<file path="config.mk">
export PLATFORM = sky130hd
export DESIGN_NAME = dma_kopiowanie_stron
export DESIGN_NICKNAME = d
export VERILOG_FILES = /design/src/rtl/dma_kopiowanie_pkg.sv /design/src/rtl/dma_kopiowanie_stron_inkrement.sv /design/src/rtl/dma_kopiowanie_stron.sv
export SDC_FILE = /design/constraint.sdc
export NUM_CORES = 1
export LEC_CHECK = 0
export BUFFER_PORTS_ARGS = -buffer_cell sky130_fd_sc_hd__buf_2
export CAP_MARGIN = 10
export CELL_PAD_IN_SITES_DETAIL_PLACEMENT = 2
export CELL_PAD_IN_SITES_GLOBAL_PLACEMENT = 2
export CORE_ASPECT_RATIO = 1.1
export CORE_MARGIN = 4
export CORE_UTILIZATION = 32
export DETAILED_ROUTE_END_ITERATION = 16
export GPL_ROUTABILITY_DRIVEN = 1
export HOLD_SLACK_MARGIN = 0.1
export MAX_ROUTING_LAYER = met4
export PLACE_DENSITY = 0.8
export SLEW_MARGIN = 25
export SYNTH_ARGS = -nofsm -noshare
export SYNTH_HDL_FRONTEND = slang
export SYNTH_SLANG_ARGS = --single-unit
</file>
<file path="constraint.sdc">
create_clock -name clk -period 2.2 [get_ports clk]
set_input_delay 0.44 -clock clk [delete_from_list [all_inputs] [get_ports clk]]
set_output_delay 0.44 -clock clk [all_outputs]
set_load 0.01 [all_outputs]
</file>
<file path="src/rtl/dma_kopiowanie_pkg.sv">
// Shared constants for the paged block-copy engine: FSM state encodings and
// the reserved offsets of the paged memory port.
package dma_kopiowanie_pkg;

    typedef logic [2:0] stan_t;

    localparam stan_t ST_IDLE    = 3'd0;
    localparam stan_t ST_SAVE    = 3'd1;
    localparam stan_t ST_SET_SRC = 3'd2;
    localparam stan_t ST_READ    = 3'd3;
    localparam stan_t ST_SET_DST = 3'd4;
    localparam stan_t ST_WRITE   = 3'd5;
    localparam stan_t ST_RESTORE = 3'd6;
    localparam stan_t ST_DONE    = 3'd7;

    // Offsets for the default 8-bit offset width.
    localparam logic [7:0] PAGE_REG_OFF = 8'hFF;
    localparam logic [7:0] MAX_OFF      = 8'hFE;

endpackage

</file>
<file path="src/rtl/dma_kopiowanie_stron_inkrement.sv">
// Advances a physical {page, offset} address by one word, skipping the page
// register offset and wrapping the page number modulo 2^S.
module inkrement_adresu_stron #(
    parameter int S = 4,
    parameter int A = 8
) (
    input  logic [S+A-1:0] adr_i,
    output logic [S+A-1:0] adr_o
);

    localparam logic [A-1:0] MAX_OFF_L = {{(A-1){1'b1}}, 1'b0};
    localparam logic [A-1:0] OFF_ONE   = 1;
    localparam logic [S-1:0] PAGE_ONE  = 1;

    logic [S-1:0] page;
    logic [A-1:0] off;

    always_comb begin
        page = adr_i[S+A-1:A];
        off  = adr_i[A-1:0];
        if (off >= MAX_OFF_L) begin
            adr_o = {page + PAGE_ONE, {A{1'b0}}};
        end else begin
            adr_o = {page, off + OFF_ONE};
        end
    end

endmodule

</file>
<file path="src/rtl/dma_kopiowanie_stron.sv">
// Block-copy engine on the paged data-memory port: copies len words from src
// to dst, reprogramming the page register as needed and restoring it on exit.
module dma_kopiowanie_stron
    import dma_kopiowanie_pkg::*;
#(
    parameter int ADDR_WIDTH_MEM    = 8,
    parameter int DATA_WIDTH_MEM    = 8,
    parameter int DATA_WIDTH_STRONY = 4,
    parameter int LEN_WIDTH         = 12
) (
    input  logic                                        clk,
    input  logic                                        rst,
    input  logic                                        start,
    input  logic [DATA_WIDTH_STRONY+ADDR_WIDTH_MEM-1:0] src_adr,
    input  logic [DATA_WIDTH_STRONY+ADDR_WIDTH_MEM-1:0] dst_adr,
    input  logic [LEN_WIDTH-1:0]                        len,
    output logic                                        busy,
    output logic                                        done,
    output logic                                        err,
    output logic                                        wr_mem,
    output logic [ADDR_WIDTH_MEM-1:0]                   adres,
    output logic [DATA_WIDTH_MEM-1:0]                   dane,
    input  logic [DATA_WIDTH_MEM-1:0]                   mem_out
);

    localparam int A = ADDR_WIDTH_MEM;
    localparam int S = DATA_WIDTH_STRONY;
    localparam int D = DATA_WIDTH_MEM;
    localparam int L = LEN_WIDTH;

    localparam logic [A-1:0] PG_OFF  = '1;
    localparam logic [L-1:0] LEN_ONE = 1;

    stan_t          state_q, state_d;
    logic [S+A-1:0] src_q, src_d, dst_q, dst_d;
    logic [S+A-1:0] src_nxt, dst_nxt;
    logic [L-1:0]   len_q, len_d;
    logic [D-1:0]   buf_q, buf_d;
    logic [S-1:0]   saved_q, saved_d;
    logic [S-1:0]   cache_q, cache_d;
    logic           vld_q, vld_d;
    logic           err_q, err_d;

    inkrement_adresu_stron #(.S(S), .A(A)) u_inc_src (.adr_i(src_q), .adr_o(src_nxt));
    inkrement_adresu_stron #(.S(S), .A(A)) u_inc_dst (.adr_i(dst_q), .adr_o(dst_nxt));

    always_comb begin
        state_d = state_q;
        src_d   = src_q;
        dst_d   = dst_q;
        len_d   = len_q;
        buf_d   = buf_q;
        saved_d = saved_q;
        cache_d = cache_q;
        vld_d   = vld_q;
        err_d   = err_q;
        case (state_q)
            ST_IDLE: begin
                if (start) begin
                    src_d = src_adr;
                    dst_d = dst_adr;
                    len_d = len;
                    err_d = 1'b0;
                    if (src_adr[A-1:0] == PG_OFF || dst_adr[A-1:0] == PG_OFF) begin
                        err_d   = 1'b1;
                        state_d = ST_DONE;
                    end else if (len == '0) begin
                        state_d = ST_DONE;
                    end else begin
                        state_d = ST_SAVE;
                    end
                end
            end
            ST_SAVE: begin
                // Reading offset 255 returns the CPU's current page.
                saved_d = mem_out[S-1:0];
                cache_d = mem_out[S-1:0];
                vld_d   = 1'b1;
                state_d = (mem_out[S-1:0] != src_q[S+A-1:A]) ? ST_SET_SRC : ST_READ;
            end
            ST_SET_SRC: begin
                cache_d = src_q[S+A-1:A];
                state_d = ST_READ;
            end
            ST_READ: begin
                buf_d   = mem_out;
                state_d = (!vld_q || cache_q != dst_q[S+A-1:A]) ? ST_SET_DST : ST_WRITE;
            end
            ST_SET_DST: begin
                cache_d = dst_q[S+A-1:A];
                state_d = ST_WRITE;
            end
            ST_WRITE: begin
                src_d = src_nxt;
                dst_d = dst_nxt;
                len_d = len_q - LEN_ONE;
                if (len_q == LEN_ONE) begin
                    state_d = ST_RESTORE;
                end else begin
                    state_d = (!vld_q || cache_q != src_nxt[S+A-1:A]) ? ST_SET_SRC : ST_READ;
                end
            end
            ST_RESTORE: begin
                cache_d = saved_q;
                state_d = ST_DONE;
            end
            ST_DONE: begin
                vld_d   = 1'b0;
                state_d = ST_IDLE;
            end
            default: state_d = ST_IDLE;
        endcase
    end

    always_comb begin
        busy   = 1'b0;
        done   = 1'b0;
        err    = 1'b0;
        wr_mem = 1'b0;
        adres  = '0;
        dane   = '0;
        case (state_q)
            ST_SAVE: begin
                busy  = 1'b1;
                adres = PG_OFF;
            end
            ST_SET_SRC: begin
                busy         = 1'b1;
                wr_mem       = 1'b1;
                adres        = PG_OFF;
                dane[S-1:0]  = src_q[S+A-1:A];
            end
            ST_READ: begin
                busy  = 1'b1;
                adres = src_q[A-1:0];
            end
            ST_SET_DST: begin
                busy         = 1'b1;
                wr_mem       = 1'b1;
                adres        = PG_OFF;
                dane[S-1:0]  = dst_q[S+A-1:A];
            end
            ST_WRITE: begin
                busy   = 1'b1;
                wr_mem = 1'b1;
                adres  = dst_q[A-1:0];
                dane   = buf_q;
            end
            ST_RESTORE: begin
                // Skip the write when the CPU's page is already selected.
                busy         = 1'b1;
                wr_mem       = (cache_q != saved_q);
                adres        = PG_OFF;
                dane[S-1:0]  = saved_q;
            end
            ST_DONE: begin
                done = 1'b1;
                err  = err_q;
            end
            default: ;
        endcase
    end

    always_ff @(posedge clk) begin
        if (rst) begin
            state_q <= ST_IDLE;
            src_q   <= '0;
            dst_q   <= '0;
            len_q   <= '0;
            buf_q   <= '0;
            saved_q <= '0;
            cache_q <= '0;
            vld_q   <= 1'b0;
            err_q   <= 1'b0;
        end else begin
            state_q <= state_d;
            src_q   <= src_d;
            dst_q   <= dst_d;
            len_q   <= len_d;
            buf_q   <= buf_d;
            saved_q <= saved_d;
            cache_q <= cache_d;
            vld_q   <= vld_d;
            err_q   <= err_d;
        end
    end

endmodule

</file>
Word-level counts from Yosys, hierarchy flattened
Cells that the tools add are included.
{"block": "word_totals", "ff_bits": 57, "in_bits": 47}
{"block": "op_classes", "addsub": 5, "n_lt_le_gt_ge": 2, "n_eq_ne": 16, "muxes": 26, "reduce_logical": 15}
{"operator": "$pmux 12 s2", "n": 3}
{"operator": "$mux 12", "n": 5}
{"operator": "$pmux 4 s4", "n": 2}
{"operator": "$pmux 3 s8", "n": 1}
{"operator": "$pmux 8 s3", "n": 1}
{"operator": "$add 8x1->8 const B", "n": 2}
{"operator": "$eq 8x8->1 const B", "n": 2}
{"operator": "$ge 8x8->1 const B", "n": 2}
{"operator": "$ne 4x4->1", "n": 4}
{"operator": "$eq 12x1->1 const B", "n": 1}
{"operator": "$eq 3x3->1 const B", "n": 4}
{"operator": "$logic_not 12->1", "n": 1}
{"operator": "$mux 3", "n": 4}
{"operator": "$sub 12x1->12 const B", "n": 1}
{"operator": "$add 4x1->4 const B", "n": 2}
{"operator": "$mux 1", "n": 7}
{"operator": "$eq 3x2->1 const B", "n": 2}
{"operator": "$reduce_or 6->1", "n": 1}
{"operator": "$mux 4", "n": 1}
{"operator": "$pmux 1 s2", "n": 2}
{"operator": "$reduce_and 2->1", "n": 2}
{"operator": "$reduce_bool 2->1", "n": 2}
{"operator": "$reduce_bool 4->1", "n": 1}
{"operator": "$reduce_or 4->1", "n": 1}
{"operator": "other kinds (8)", "n": 10}

Depth between registers and ports, before layout
Gate-level depths: netlist of the first run.
{"block": "logic_depth", "word_depth": 7, "mapped_depth": 8, "depth_no_buf": 7}

By module
A second synthesis of the first run with hierarchy kept.
{"block": "unflattened", "cells_unflattened": 487, "hier_area_um2": 3776.1}
{"mod": "dma_kopiowanie_stron", "n_inst": 1, "cells_each": 411, "area_each_um2": 3198.1}
{"mod": "inkrement_adresu_stron", "n_inst": 2, "cells_each": 38, "area_each_um2": 289.0}

Least setup slack after synthesis of the first run
No wires, ideal clock.
{"block": "synth_path", "kind": "register to output", "from": "reg state_q[2]", "to": "out adres[0]", "arrival_ns": 1.450, "t_required_ns": 1.760, "setup_slack_ns": 0.310, "path_stages_with_launch": 6, "cell_sequence": "dfxtp_1 buf_6 clkbuf_1 clkbuf_1 nor3_1 a21oi_1"}
{"block": "synth_via", "elab_chain_len": 3, "word_cells_on_any_way": 8, "cone_classes": "eq/ne (6); mux (1); reduce/logical (1)"}
{"element": "start, declared", "line_no": "dma_kopiowanie_stron.sv:34", "text": "stan_t state_q, state_d;"}
{"element": "start signal, assigned", "line_no": "dma_kopiowanie_stron.sv:176", "text": "state_q <= state_d;"}
{"element": "$eq 3x3->1 (tied with other cells)", "line_no": "dma_kopiowanie_stron.sv:122", "text": "case (state_q)"}
{"element": "$reduce_or 4->1 (no line)"}
{"element": "$pmux 8 s3 (*)", "line_no": "dma_kopiowanie_stron.sv:122"}
{"element": "end, declared", "line_no": "dma_kopiowanie_stron.sv:21", "text": "output logic [ADDR_WIDTH_MEM-1:0] adres,"}
Every way passes the cells marked *; elsewhere a longest branch is shown, timed or not.

Worst setup path after layout of the first run
{"block": "layout_path", "from": "reg state_q[0]", "to": "out err"}
{"block": "layout_via", "elab_chain_len": 2}
{"element": "$eq 3x3->1", "line_no": "dma_kopiowanie_stron.sv:122"}
{"element": "$mux 1", "line_no": "dma_kopiowanie_stron.sv:122"}
{"element": "end, declared", "line_no": "dma_kopiowanie_stron.sv:19", "text": "output logic err,"}
Every way passes these cells.

==> results.ini, run 1 <==
[outcome]
status = complete, no violations

[yosys]
synth_top_area_share_pct = 31.0
avgSynthCellArea_um2 = 7.37
yosys-top-cells-count = nand2_1, a21oi_1, dfxtp_1, nor2_1, o21ai_0
synthFlopType = dfxtp_1
synth_area_leaders = dfxtp_1, a21oi_1, nand2_1, o21ai_0, nor2_1
synth_edf_count = 0
synth_mux_area_share_pct = 2.93
yosysSeqAreaShare_pct = 31.0
ys_ff_latch = 57
synth_compound_area_share_pct = 28.2
ys_types = 61
synth_top_family_by_area = compound AO/OA/AOI/OAI gates
synthCells = 499
yosysMostFrequentCell = nand2_1
async_flop_share_pct = 0
syn-num-nets = 554
synth_top_area_cell = dfxtp_1
yosys_warnings = 0
synth_adder_area_share_pct = 2.72
synthSimpleGateAreaFrac_pct = 25.2
synthXorXnorAreaFrac_pct = 3.81
synth_area_um2 = 3680

[finish]
layout-drive-gt1-share_pct = 23.8
nNetsFinal = 626
diodes = 0
area_growth_pct = 24.1
fillers = 1286
finish.instance_area_um2 = 4560

[sta]
fin_setup_tns_ns = 0
relSlewSlack_pct = 61.8
finalClockSkew_ns = 0.00885
hold_ws_ns = 0.342
period_needed_ns = 2.15
slew_viol_final = 0
fin_crit_sh_pct = 97.8
fmax_mhz = 465
max_slew.worst_pin.slew_ns = 0.568
hold_viol = 0
setup_violations = 0

[detailed_routing]
postRouteAntennaNets = 0
first_pass_iters = 4
wl_per_cell_um = 21.3
vias_per_cell = 5.76
drtIter0Drc = 169
num_vias = 4157
drcViolationCount = 0
drt-total-wl_um = 15400

[worst_hold_path]
hold_class = primary input to register
hp-start = dst_adr[8]

[global_routing]
grt_max_degree = 24
overflow = 0
grt.total_usage_pct = 24.6
grt_first_pass_wirelength_um = 24400
antenna_found_initial = 0
first_global_vias = 4485

[power_and_ir_drop]
vdd_drop_max_mv = 0.371
power_density_nw_per_um2 = 747
p_leak_nw = 1.83

[place]
dpl_cell_area_um2 = 4240
io_buffers = 66
gp_congestion = 0.870
dp_hpwl_um = 10900

[setup_path]
rrSetupSlack_ns = 0.13
worstSetupEndpoint = err
r2r_cells = 7
r2r-end = dst_q[0]
endpoint_kind = output pin
worst_ep_arrival_time_ns = 1.71
r2r-start = dst_q[1]
crit_fanout = 10
critPathLaunch = state_q[0]
worst_setup_path_start_kind = register
worstPathRequired_ns = 1.76
criticalPathCategory = register to output pin

[die]
num_rows = 40
start_util_pct = 33.2
ios = 67
die_height_um = 120
core_area_um2 = 11100
die_w_um = 110
dieArea_um2 = 13300

[clock_network]
cts_tree = done
cts-buffers-inserted = 9
clk_path_buf_depth = 2
cts_max_level = 3
clock_latency_ns = 0.34
root_buffer = clkbuf_16
clk_pin_slew_ns = 0.06
cts.sinks = 57

[job]
cap_violations = 0

-- repair_timing --
action                                  4_1_cts  5_1_grt
pin swaps                                     0        1
endpoints found under the setup margin       20        7
buffers inserted                              0        2
resized for setup                             5        4
hold endpoints to repair                      0        0
hold buffers                                  0        0
-- cell usage in the layout, fill, tap and decap left out, types with 3 or more instances in the layout --
master     instances
and3_1             3
nor3_1            16
a31oi_1            4
a21o_1             5
clkbuf_16          9
buf_2             66
xor2_1             6
nor4_1             6
o31ai_1            3
clkbuf_8           3
a21oi_1           58
o21ai_0           41
nor2_1            52
a311oi_1           4
o211ai_1           6
inv_1             15
a22oi_1            7
dfxtp_1           55
xnor2_1           10
nand3_1           16
mux2i_1            4
clkinv_2           3
mux2_2             6
ha_1               8
nand2_1           67
buf_4             27
and2_1             6
or3_1              4
nand4_1            8
a211oi_1           7
-- sequential cells by signal (all words and copies together), names as in the netlist --
| name | flops |
|---|---|
| buf_q | 8 |
| cache_q | 4 |
| dst_q | 12 |
| err_q | 1 |
| len_q | 12 |
| saved_q | 4 |
| src_q | 12 |
| state_q | 3 |
| vld_q | 1 |
-- final cells by class --
class                           instances  area [um2]  area share, %
Multi-Input combinational cell        392        2330           51.0
Sequential cell                        57        1150           25.2
Timing Repair Buffer                   95         561           12.3
Clock buffer                           12         267           5.84
Tap cell                              147         184           4.03
Inverter                               16        63.8           1.40
Clock inverter                          3        15.0          0.329
-- power breakdown --
| part | internal, mW | switching (mW) | total, mW |
|---|---|---|---|
| Clock | 0.842 | 0.512 | 1.35 |
| Sequential | 1.12 | 0.138 | 1.26 |
| Combinational | 0.327 | 0.467 | 0.793 |
| Total | 2.29 | 1.12 | 3.41 |
-- how the worst min path moves through the flow --
stage	end	slack, ns	cells after the start
after floorplan	buf_q[4]	0.43	2
after global placement	buf_q[7]	0.44	2
after detailed placement	buf_q[4]	0.45	2
after CTS	dst_q[8]	0.34	3
after global routing	dst_q[8]	0.36	3
final	dst_q[8]	0.34	3
-- per-layer routing --
layer | wire (um) | GRT usage, % | up-vias | part of all wire, %
li1 | - | - | 1944 | -
met1 | 6560 | 30.0 | 2083 | 43
met2 | 7810 | 41.2 | 102 | 51
met3 | 603 | 2.99 | 28 | 3.9
met4 | 398 | 9.55 | 0 | 2.6
met5 | 0 | - | - | 0
-- worst max-delay path, cell delays in order, from the launching register on --
cell and delay, ns:
dfxtp_1 0.44, buf_4 0.22, nand2_1 0.10, nor2_1 0.26, and2_1 0.21, buf_2 0.14
-- logic make-up after synthesis --
family,count (synthesis)
adder cells (fa/ha/maj),8
AO/OA/AOI/OAI,163
AND/OR/NAND/NOR,195
multiplexers,10
XOR/XNOR,16
buffers and inverters,50
flip-flops,57
-- per-stage QoR --
stage / worst slack [ns] / util [%] / std cells / total power [mW]
finish: 0.0476 / 41.3 / 722 / 3.41
global placement: 0.122 / 38.4 / 705 / 2.00
CTS: 0.0236 / 41.0 / 720 / 3.43
global route: -0.0162 / 41.3 / 722 / 3.57
floorplan: 0.310 / - / 499 / 1.74
detailed placement: 0.0590 / 38.4 / 705 / 2.05
Note: power is estimated with default switching activity, not from simulation.
==> run 2: changes to the inputs <==
--- a/config.mk
+++ b/config.mk
@@ -5,18 +5,19 @@
 export SDC_FILE = /design/constraint.sdc
 export NUM_CORES = 1
 export LEC_CHECK = 0
+export ABC_AREA = 1
 export BUFFER_PORTS_ARGS = -buffer_cell sky130_fd_sc_hd__buf_2
 export CAP_MARGIN = 10
 export CELL_PAD_IN_SITES_DETAIL_PLACEMENT = 2
 export CELL_PAD_IN_SITES_GLOBAL_PLACEMENT = 2
 export CORE_ASPECT_RATIO = 1.1
 export CORE_MARGIN = 4
-export CORE_UTILIZATION = 32
+export CORE_UTILIZATION = 30
 export DETAILED_ROUTE_END_ITERATION = 16
 export GPL_ROUTABILITY_DRIVEN = 1
 export HOLD_SLACK_MARGIN = 0.1
 export MAX_ROUTING_LAYER = met4
-export PLACE_DENSITY = 0.8
+export PLACE_DENSITY = 0.79
 export SLEW_MARGIN = 25
 export SYNTH_ARGS = -nofsm -noshare
 export SYNTH_HDL_FRONTEND = slang
==> run 2 against run 1 <==
Net effect:
- combinational power down 11%
- sequential power about the same
- global-route usage down 2.4 points
- synthesized area down 1.1%
- die area up 5.1%
- register-to-register slack better by 0.22 ns
- critical path type unchanged
- largest cell class unchanged
- highest routed layer unchanged
==> results.ini, run 2 <==
[global_routing]
grt_max_degree = 22  ; was 24
antenna_found_initial = 1  ; was 0
overflow = 0  ; unchanged
grt_first_pass_wirelength_um = 23600  ; was 24400 um
first_global_vias = 4453  ; was 4485
grt.total_usage_pct = 22.3  ; was 24.6%

[yosys]
synth_edf_count = 0  ; unchanged
yosysSeqAreaShare_pct = 31.4  ; was 31.0%
synth_area_um2 = 3640  ; was 3680 um2
yosys-top-cells-count = nand2_1, dfxtp_1, inv_1, nor2_1, o21ai_0  ; was nand2_1, a21oi_1, dfxtp_1, nor2_1, o21ai_0
ys_ff_latch = 57  ; unchanged
synthCells = 557  ; was 499
yosys_warnings = 0  ; unchanged
ys_types = 36  ; was 61
async_flop_share_pct = 0  ; unchanged
synth_area_leaders = dfxtp_1, nand2_1, o21ai_0, a21oi_1, inv_1  ; was dfxtp_1, a21oi_1, nand2_1, o21ai_0, nor2_1
synth_top_area_share_pct = 31.4  ; was 31.0%
syn-num-nets = 612  ; was 554
avgSynthCellArea_um2 = 6.53  ; was 7.37 um2
synthFlopType = dfxtp_1  ; unchanged
yosysMostFrequentCell = nand2_1  ; unchanged
synth_top_area_cell = dfxtp_1  ; unchanged

[die]
num_rows = 41  ; was 40
die_w_um = 113  ; was 110 um
die_height_um = 123  ; was 120 um
ios = 67  ; unchanged
dieArea_um2 = 14000  ; was 13300 um2
core_area_um2 = 11600  ; was 11100 um2
start_util_pct = 31.2  ; was 33.2%

[finish]
layout-drive-gt1-share_pct = 18.4  ; was 23.8%
fillers = 1440  ; was 1286
final_cell_mix = nand2_1, buf_2, dfxtp_1, inv_1, nor2_1  ; was nand2_1, buf_2, a21oi_1, dfxtp_1, nor2_1
fin_util_pct = 37.9  ; was 41.3%
layout_commonest_cell = nand2_1  ; unchanged
nNetsFinal = 680  ; was 626
reg_top3 = dst_q (12), len_q (12), src_q (12)  ; unchanged
area_growth_pct = 21.5  ; was 24.1%

[outcome]
status = complete, no violations  ; unchanged

[setup_path]
r2r_cells = 9  ; was 7
crit_slowest_cell = dfxtp_4  ; was dfxtp_1
crit_fanout = 19  ; was 10
criticalPathCategory = register to output pin  ; unchanged
worst_path_largest_cell_delay_ns = 0.39  ; was 0.44 ns
worst_ep_arrival_time_ns = 1.65  ; was 1.71 ns
worst_setup_path_start_kind = register  ; unchanged
endpoint_kind = output pin  ; unchanged
cp_common_cell = nand2_1
worstPathRequired_ns = 1.76  ; about the same
crit_chain = inv_4 > nand2_4 > nor2_4 > buf_4 > nand2_1 > nand2_1 > buf_2  ; was buf_4 > nand2_1 > nor2_1 > and2_1 > buf_2

[detailed_routing]
first_pass_iters = 4  ; unchanged
wl_per_cell_um = 19.1  ; was 21.3 um
num_vias = 4124  ; was 4157
drtIter0Drc = 141  ; was 169
drcViolationCount = 0  ; unchanged
vias_per_cell = 5.28  ; was 5.76
drt-total-wl_um = 14900  ; was 15400 um
postRouteAntennaNets = 0  ; unchanged

[clock_network]
cts-buffers-inserted = 9  ; unchanged
clock_latency_ns = 0.33  ; was 0.34 ns
cts_tree = done  ; unchanged
postCtsHoldBufs = 0  ; unchanged
clk_path_buf_depth = 2  ; unchanged
clk_pin_slew_ns = 0.05  ; was 0.06 ns
cts_max_level = 3  ; unchanged
cts.sinks = 57  ; unchanged
root_buffer = clkbuf_16  ; unchanged

[worst_hold_path]
holdPathStages = 3  ; unchanged
hold_class = primary input to register  ; unchanged

[sta]
period_needed_ns = 2.09  ; was 2.15 ns
fin_setup_tns_ns = 0  ; unchanged
fmax_mhz = 478  ; was 465 MHz
slew_viol_final = 0  ; unchanged
hold_ws_ns = 0.370  ; was 0.342 ns
fin_crit_sh_pct = 95.1  ; was 97.8%
max_slew.worst_pin.slew_ns = 0.413  ; was 0.568 ns
finalClockSkew_ns = 0.00372  ; was 0.00885 ns
worst_slack_ns = 0.107  ; was 0.0476 ns
hold_viol = 0  ; unchanged
relSlewSlack_pct = 72.3  ; was 61.8%
setup_violations = 0  ; unchanged

[power_and_ir_drop]
power.total_mw = 3.27  ; was 3.41 mW
p_leak_nw = 1.97  ; was 1.83 nW
power_density_nw_per_um2 = 741  ; was 747 nW/um2
vdd_drop_max_mv = 0.289  ; was 0.371 mV

[place]
place_ws_ns = 0.302  ; was 0.0590 ns
gp_congestion = 0.854  ; was 0.870
dp_hpwl_um = 11300  ; was 10900 um
io_buffers = 66  ; unchanged

[job]
cap_violations = 0  ; unchanged

run 2: cell types whose count changed after synthesis, sizes merged, moves of 10 or more:
| cell | change |
|---|---|
| nand3 | +15 |
| nor3 | -10 |
| inv | +44 |
| nand2 | +79 |
| clkbuf | -13 |
| a21oi | -14 |
| a31oi | +12 |
run 2: logic make-up (layout without fill, tap and decap cells):
kind of cell,count (synthesis),after routing,share of synthesized area [%]
XOR/XNOR,17,17,4.09
AO/OA/AOI/OAI,137,137,21.5
flip-flops,57,57,31.4
buffers and inverters,83,156,10.1
adder cells (fa/ha/maj),8,8,2.75
other,0,1,0
AND/OR/NAND/NOR,255,255,30.1
run 2: per-layer routing:
| layer | global-route usage [%] | vias up | share of wire (%) |
|---|---|---|---|
| met5 | - | - | 0 |
| met4 | 8.34 | 0 | 1.9 |
| met3 | 3.52 | 22 | 3.1 |
| met2 | 39.2 | 77 | 52 |
| met1 | 25.5 | 2026 | 43 |
| li1 | - | 1999 | - |
run 2: layout make-up:
cell class              instances  area (um2)  area share [%]
flip-flops and latches         57        1150            25.9
multi-input cells             417        2140            48.5
clock buffers                  13         260            5.89
inverters                      60         228            5.15
repair buffers                 80         435            9.85
well taps                     150         188            4.25
clock inverters                 3        15.0           0.340
diodes                          1        2.50          0.0566
run 2: path summary, 6_finish.rpt:
check,startpoint,endpoint,slack [ns]
worst min-delay path,dst_adr[5],dst_q[5],0.37
worst min register to register,buf_q[6],buf_q[6],0.45
worst max register to register,src_q[0],src_q[2],0.35
worst max-delay path,state_q[1],dane[1],0.11
run 2: per-stage QoR:
step           cell area, um2  instances
2_1_floorplan            3640        557
3_3_place_gp             4110        763
3_5_place_dp             4110        763
4_1_cts                  4400        779
5_1_grt                  4420        781
6_report                 4420        781
run 2: report_power, final:
part / total (mW) / switching, mW / internal, mW
sequential: 1.24 / 0.119 / 1.12
clock: 1.32 / 0.503 / 0.818
combinational: 0.708 / 0.454 / 0.253
run 2: timing repair:
item / 4_1_cts / 5_1_grt
setup endpoints to repair: 11 / 5
hold endpoints to repair: 0 / 0
pin swaps: 0 / 1
setup buffers: 0 / 1
resized for setup: 3 / 3
run 2: worst max-delay path: cells and delay by family (launching register included):
family                 cells  cell delay (ns)
buffers and inverters      3             0.51
and+or+nand+nor            4             0.43
DFF                        1             0.39
